### config.mk
export PLATFORM = sky130hd
export DESIGN_NAME = rom_loader_responder
export DESIGN_NICKNAME = d
export VERILOG_FILES = /design/src/rtl/rom_loader_pkg.sv /design/src/rtl/rom_loader_responder.sv
export SDC_FILE = /design/constraint.sdc
export NUM_CORES = 1
export LEC_CHECK = 0
export CORE_MARGIN = 5
export CORE_UTILIZATION = 35
export CTS_CLUSTER_DIAMETER = 80
export DETAILED_ROUTE_END_ITERATION = 7
export PLACE_DENSITY = 0.76
export SLEW_MARGIN = 30
export SYNTH_ARGS = -nofsm -noshare
export SYNTH_HDL_FRONTEND = slang
export SYNTH_SLANG_ARGS = --single-unit
### constraint.sdc
create_clock -name clk -period 2 [get_ports clk]
set_input_delay 0.3 -clock clk [delete_from_list [all_inputs] [get_ports clk]]
set_output_delay 0.3 -clock clk [all_outputs]
set_load 0.02 [all_outputs]
### src/rtl/rom_loader_pkg.sv
// Shared constants for the ROM loader handshake: FSM encoding and default widths,
// also used by the initiator model and the SoC top.
package rom_loader_pkg;

  localparam int DEF_DATA_WIDTH = 16;
  localparam int DEF_ADDR_WIDTH = 16;
  localparam int DEF_MAX_WORDS  = 32768;

  localparam logic [1:0] ST_IDLE  = 2'd0;
  localparam logic [1:0] ST_WRITE = 2'd1;
  localparam logic [1:0] ST_ACK   = 2'd2;

endpackage

### src/rtl/rom_loader_responder.sv
// SoC-side ROM loader responder: captures one word per load high period, writes it
// to the ROM controller at an auto-incrementing address, then acknowledges it.
module rom_loader_responder
  import rom_loader_pkg::*;
#(
  parameter int DATA_WIDTH = DEF_DATA_WIDTH,
  parameter int ADDR_WIDTH = DEF_ADDR_WIDTH,
  parameter int MAX_WORDS  = DEF_MAX_WORDS
) (
  input  logic                  clk,
  input  logic                  reset,
  input  logic                  rom_loader_reset,
  input  logic                  rom_loader_load,
  input  logic [DATA_WIDTH-1:0] rom_loader_data,
  output logic                  rom_loader_load_received,
  output logic                  rom_loader_ack,
  output logic                  mem_req,
  output logic [ADDR_WIDTH-1:0] mem_addr,
  output logic [DATA_WIDTH-1:0] mem_wdata,
  input  logic                  mem_done,
  output logic [ADDR_WIDTH:0]   words_loaded,
  output logic                  overflow
);

  localparam logic [ADDR_WIDTH:0] CAP = (ADDR_WIDTH+1)'(MAX_WORDS);

  logic [1:0]            state;
  logic [ADDR_WIDTH:0]   count;
  logic [DATA_WIDTH-1:0] wdata_q;
  logic                  pending_restart;

  always_ff @(posedge clk) begin
    if (reset) begin
      state           <= ST_IDLE;
      count           <= '0;
      wdata_q         <= '0;
      pending_restart <= 1'b0;
      overflow        <= 1'b0;
    end else begin
      case (state)
        ST_IDLE: begin
          // restart beats a simultaneous load: nothing is captured
          if (rom_loader_reset) begin
            count    <= '0;
            overflow <= 1'b0;
          end else if (rom_loader_load) begin
            wdata_q <= rom_loader_data;
            if (count < CAP) begin
              state <= ST_WRITE;
            end else begin
              overflow <= 1'b1;
              state    <= ST_ACK;
            end
          end
        end
        ST_WRITE: begin
          // a restart mid-write must let the controller finish; remember it
          if (rom_loader_reset)
            pending_restart <= 1'b1;
          if (mem_done) begin
            if (pending_restart || rom_loader_reset) begin
              state           <= ST_IDLE;
              count           <= '0;
              overflow        <= 1'b0;
              pending_restart <= 1'b0;
            end else begin
              state <= ST_ACK;
              count <= count + 1'b1;
            end
          end
        end
        ST_ACK: begin
          if (rom_loader_reset) begin
            state    <= ST_IDLE;
            count    <= '0;
            overflow <= 1'b0;
          end else if (!rom_loader_load) begin
            state <= ST_IDLE;
          end
        end
        default: state <= ST_IDLE;
      endcase
    end
  end

  // count never exceeds CAP and WRITE is only entered below it, so the
  // truncated address stays within MAX_WORDS-1
  assign mem_req                  = (state == ST_WRITE);
  assign mem_addr                 = count[ADDR_WIDTH-1:0];
  assign mem_wdata                = wdata_q;
  assign rom_loader_ack           = (state == ST_ACK);
  assign rom_loader_load_received = (state != ST_IDLE);
  assign words_loaded             = count;

endmodule

Word level (Yosys, flattened, before mapping)
Cells that the tools add are included.
Word-level totals
  bits in registers: 37
  RAM bits: 0
  ROM bits: 0
  bits in latches: 0
  output and inout bits: 53
  bits of input ports: 21
  memories kept: 0
Cells by class
  div/mod/pow operators: 0
  add/subtract/negate cells: 1
  order comparisons: 1
  muxes and demuxes: 22
  bitwise operators: 1
  shift operators: 0
  reduce and logical (&&, ||, !) cells: 10
  $mul: 0
  equality and inequality tests: 11
Operator list (number)
  17-bit two-way mux: 3
  17-bit one-hot mux with 2 select lines: 1
  17-bit by 1-bit adder with 17-bit output, second input constant: 1
  17-bit by 16-bit < comparator with 1-bit output, second input constant: 1
  2-bit two-way mux: 7
  1-bit two-way mux: 9
  3-bit inequality test, second input constant: 3
  2-bit by 1-bit inequality test with 1-bit output, second input constant: 3
  2-bit inequality test, second input constant: 3
  2-bit one-hot mux with 3 select lines: 1
  3-bit AND reduction: 2
  6-bit AND reduction: 1
  4-bit AND reduction: 1
  2-bit nonzero test: 2
  1-bit one-hot mux with 3 select lines: 1
  3-bit nonzero test: 1
  2-bit by 1-bit equality test with 1-bit output, second input constant: 1
  2-bit equality test, second input constant: 1
  2-bit logical NOT: 1
  2-bit OR reduction: 1
  1-bit logical OR: 1
  1-bit NOT: 1

Logic depth before layout (Yosys ltp)
  depth in word-level cells: 5
  depth in mapped cells: 8

Worst setup path before layout
Ideal clock, no wire load.
  path kind: register to register
  start: reg state[0]
  end: reg count[5] (netlist: words_loaded[5])
  buffers on the path: 0
  stages on the path, launching flop included: 6
  clock period less this slack: 1.901 ns
  arrival: 1.830 ns
  required time: 1.930 ns
  setup time: 0.070 ns
  path slack: 0.099 ns
  cells stage by stage: dfxtp_1 -> inv_1 -> ha_1 -> or4_4 -> or4_1 -> a21oi_1
Between the ends
  word-level cells in the longest chain between the ends: 4
  elaborated cells on any way between the ends: 9
RTL lines
  from (decl): line rom_loader_responder.sv:27  | logic [1:0] state;
  from (signal assigned): line rom_loader_responder.sv:34  | state <= ST_IDLE;
  from (signal assigned): line rom_loader_responder.sv:49  | state <= ST_WRITE;
  from (signal assigned): line rom_loader_responder.sv:52  | state <= ST_ACK;
  2-bit equality test or 2-bit logical NOT (tied branches): line rom_loader_responder.sv:40  | case (state)
  2-bit OR reduction (no line)
  2-bit by 1-bit inequality test with 1-bit output (no line) or 2-bit nonzero test (tied branches)
  3-bit AND reduction (no line)
  to (signal assigned): line rom_loader_responder.sv:68  | count <= count + 1'b1;
  to (decl): line rom_loader_responder.sv:28  | logic [ADDR_WIDTH:0] count;
Parallel ways exist; a longest one is shown, timed or not.
A chain may end at the register's enable or synchronous reset.

Final worst setup path
  start: reg state[0]
  end: out rom_loader_ack
Between the ends
  word-level cells in the longest chain between the ends: 1
RTL lines
  2-bit equality test: line rom_loader_responder.sv:91  | assign rom_loader_ack = (state == ST_ACK);
  to (decl): line rom_loader_responder.sv:16  | output logic rom_loader_ack,
Every way passes these cells.

==> impl_metrics.tcl <==
set metrics [dict create \
    outcome "complete, no violations" \
    startpoint "state[0]" \
    p_seq_share_pct 36.9 \
    synth_top_flop_cell "dfxtp_1" \
    p_total_mw 2.34 \
    cts_made_buffers 5 \
    post_synth_inst_count 223 \
    via_per_inst 4.91 \
    dieArea_mm2 0.00678 \
    first_pass_iters 4 \
    postCtsSetupRepairBufs 0 \
    clock_latency_ps 290 \
    power_frac_comb_pct 41.7 \
    p_leak_nw 0.953 \
    worstMarginPinSlew_ps 465 \
    rrSetupSlack_ps 150 \
    antenna_found_initial 0 \
    postLayoutCellArea_mm2 0.00272 \
    switching_share_pct 35.2 \
    worstReg2RegEnd "words_loaded[5]" \
    synth_common_cells "dfxtp_1, nand2_1, a21oi_1, buf_4, nor2_1" \
    ys_warn_count 0 \
    syn_nets 248 \
    crit_path_end_kind "output port" \
    cts.path.max_buffers 2 \
    cts_tree "done" \
    grt_start_max_net_pins 17 \
    yosys.cell_types.count 43 \
    critical_path_class "reg2out" \
    grtUsageTotal_pct 13.9 \
    ant_nets 0 \
    grt_pass1_wl_mm 7.39 \
    pin_count 74 \
    ys_async_sr_fraction_pct 0 \
    critPathLaunchType "register" \
    drt_wl_total_mm 4.69 \
    diodes 0 \
    first_global_vias 1683 \
    drive_gt1_share_pct 12.1 \
    postPlaceCellArea_mm2 0.00263 \
    die_w_um 82.3 \
    dieHeight_um 82.3 \
    r2r_cells 5 \
    max_freq_mhz 532 \
    root_buffer "clkbuf_8" \
    slew_headroom_pct 68.8 \
    critPathMaxFanout 5 \
    fin_skew_ps 5.12 \
    synth.area.top_cells "dfxtp_1, a21oi_1, nand2_1, buf_4, or4_1" \
    cts.sinks 37 \
    nets 322 \
    timing.hold.ws_ps 454 \
    p_clk_share_pct 21.4 \
    ctsHoldBuffers 0 \
    start_util_pct 35.9 \
    irDropWorstVdd_uv 528 \
    core.rowCount 26 \
    hold_viol 0 \
    initialDrtViolationCount 50 \
    cp.required_ps 1700 \
    power_density_mw_per_mm2 862 \
    setup_viol 0 \
    worstSetupEndpoint "rom_loader_ack" \
    wire_per_inst_um 12.7 \
    yosysTopAreaCell "dfxtp_1" \
    area_growth_pct 48.2 \
    synth.top_cell.area_share_pct 40.4 \
    arrival_ps 1580 \
    numPortBuffers 73 \
    synth-edff-count 0 \
    ys_seq_area_share_pct 40.4 \
    min_period_ps 1880 \
    clkSlewWorstSetupHoldPaths_ps 70 \
    finalCritPeriodShare_pct 94.0 \
    htree_num_levels 2 \
    grt_setup_unrepaired "no" \
    drv_slew 0 \
    overflow 0 \
    routabilityCongestion 0.804 \
    p_int_mw 1.52 \
    hold_class "reg2reg" \
    drc_errors 0 \
    p_sw_uw 825 \
    maxCapViolations 0 \
    ys_ff_latch 37 \
    vias 1806 \
    r2r_start "state[1]" \
    core_mm2 0.00511 \
    dp_hpwl_mm 3.52 \
    syn_area_mm2 0.00183 \
    num-fill-cells 477 \
    avgSynthCellArea_um2 8.21 \
]
## how the worst min path moves through the flow
| stage | to | depth (start not counted) | slack (ps) | start |
|---|---|---|---|---|
| 2_1_floorplan | pending_restart | 1 | 400 | mem_done |
| 5_1_grt | mem_wdata[9] | 2 | 480 | mem_wdata[9] |
| 4_1_cts | mem_wdata[11] | 2 | 460 | mem_wdata[11] |
| 3_3_place_gp | mem_wdata[11] | 2 | 440 | mem_wdata[11] |
| 3_5_place_dp | mem_wdata[9] | 2 | 450 | mem_wdata[9] |
| 6_report | mem_wdata[9] | 2 | 450 | mem_wdata[9] |
## layout by cell type, fill, tap and decap left out, drive strengths merged, types with 3 or more instances in the layout
cell | Yosys | routed
clkdlybuf4s50 | 0 | 71
nand2 | 37 | 37
dfxtp | 37 | 37
a21oi | 34 | 34
buf | 19 | 19
nor2 | 10 | 10
o21ai | 9 | 9
or4 | 9 | 9
o31ai | 7 | 7
nand3 | 6 | 6
clkbuf | 6 | 6
inv | 4 | 4
ha | 4 | 4
and2 | 3 | 3
a211oi | 3 | 3
nand4 | 3 | 3
or3 | 3 | 3
nand2b | 3 | 3
## metrics by stage
stage | TNS (ps) | instances | util (%) | setup WS [ps]
finish | 0 | 368 | 53.2 | 119
floorplan | 0 | 223 | - | 99.3
detailed placement | -98.7 | 360 | 51.5 | -48.0
CTS | 0 | 368 | 53.1 | 15.9
global placement | -9.55 | 360 | 51.5 | -9.55
global route | 0 | 368 | 53.2 | 17.8
## power by group through the flow
stage | Sequential [mW] | Combinational [mW] | Clock (mW)
2_1_floorplan | 0.948 | 0.484 | 0
3_3_place_gp | 0.873 | 0.972 | 0
3_5_place_dp | 0.877 | 0.984 | 0
4_1_cts | 0.861 | 0.985 | 0.517
5_1_grt | 0.875 | 1.07 | 0.558
6_report | 0.864 | 0.975 | 0.501
## final cells by class
type                       count  area [um2]  area share, %
clock inverter                 2        10.0          0.369
inverter                       4        15.0          0.553
sequential                    37         742           27.3
multi-input combinational    157         913           33.6
clock buffer                   6        72.6           2.67
timing repair buffer          92         875           32.2
tap                           70        87.6           3.23
## routing by layer
metal | part of all wire, % | vias to the layer above | track usage, %
li1 | - | 919 | -
met1 | 43 | 818 | 15.7
met2 | 47 | 65 | 24.1
met3 | 8.8 | 4 | 5.53
met4 | 1.0 | 0 | 3.82
met5 | 0 | - | 0
## worst max-delay path: stages, from the launching register on
cell	delay (ps)
dfxtp_1	310
inv_1	80
ha_1	250
clkdlybuf4s50_1	660
## sequential cells by signal, summed over array words and instances (netlist names)
name	cells
pending_restart	1
state	2
words_loaded	17
mem_wdata	16
overflow	1
## what timing repair did
item / CTS / global route
resized for setup: 1 / 2
endpoints found under the setup margin: 1 / 9
pin swaps: 0 / 0
## cell families (layout without fill, tap and decap cells)
group	Yosys count	after routing	share of synthesized area, %
AOI/OAI and AO/OA	60	60	19.6
buffers and inverters	29	104	9.70
adders and majority gates	4	4	2.73
DFF	37	37	40.4
xor gates and xnor gates	4	4	1.91
and+or+nand+nor	87	87	24.5
muxes	2	2	1.16
No activity file was read; power rests on OpenSTA's default activity.
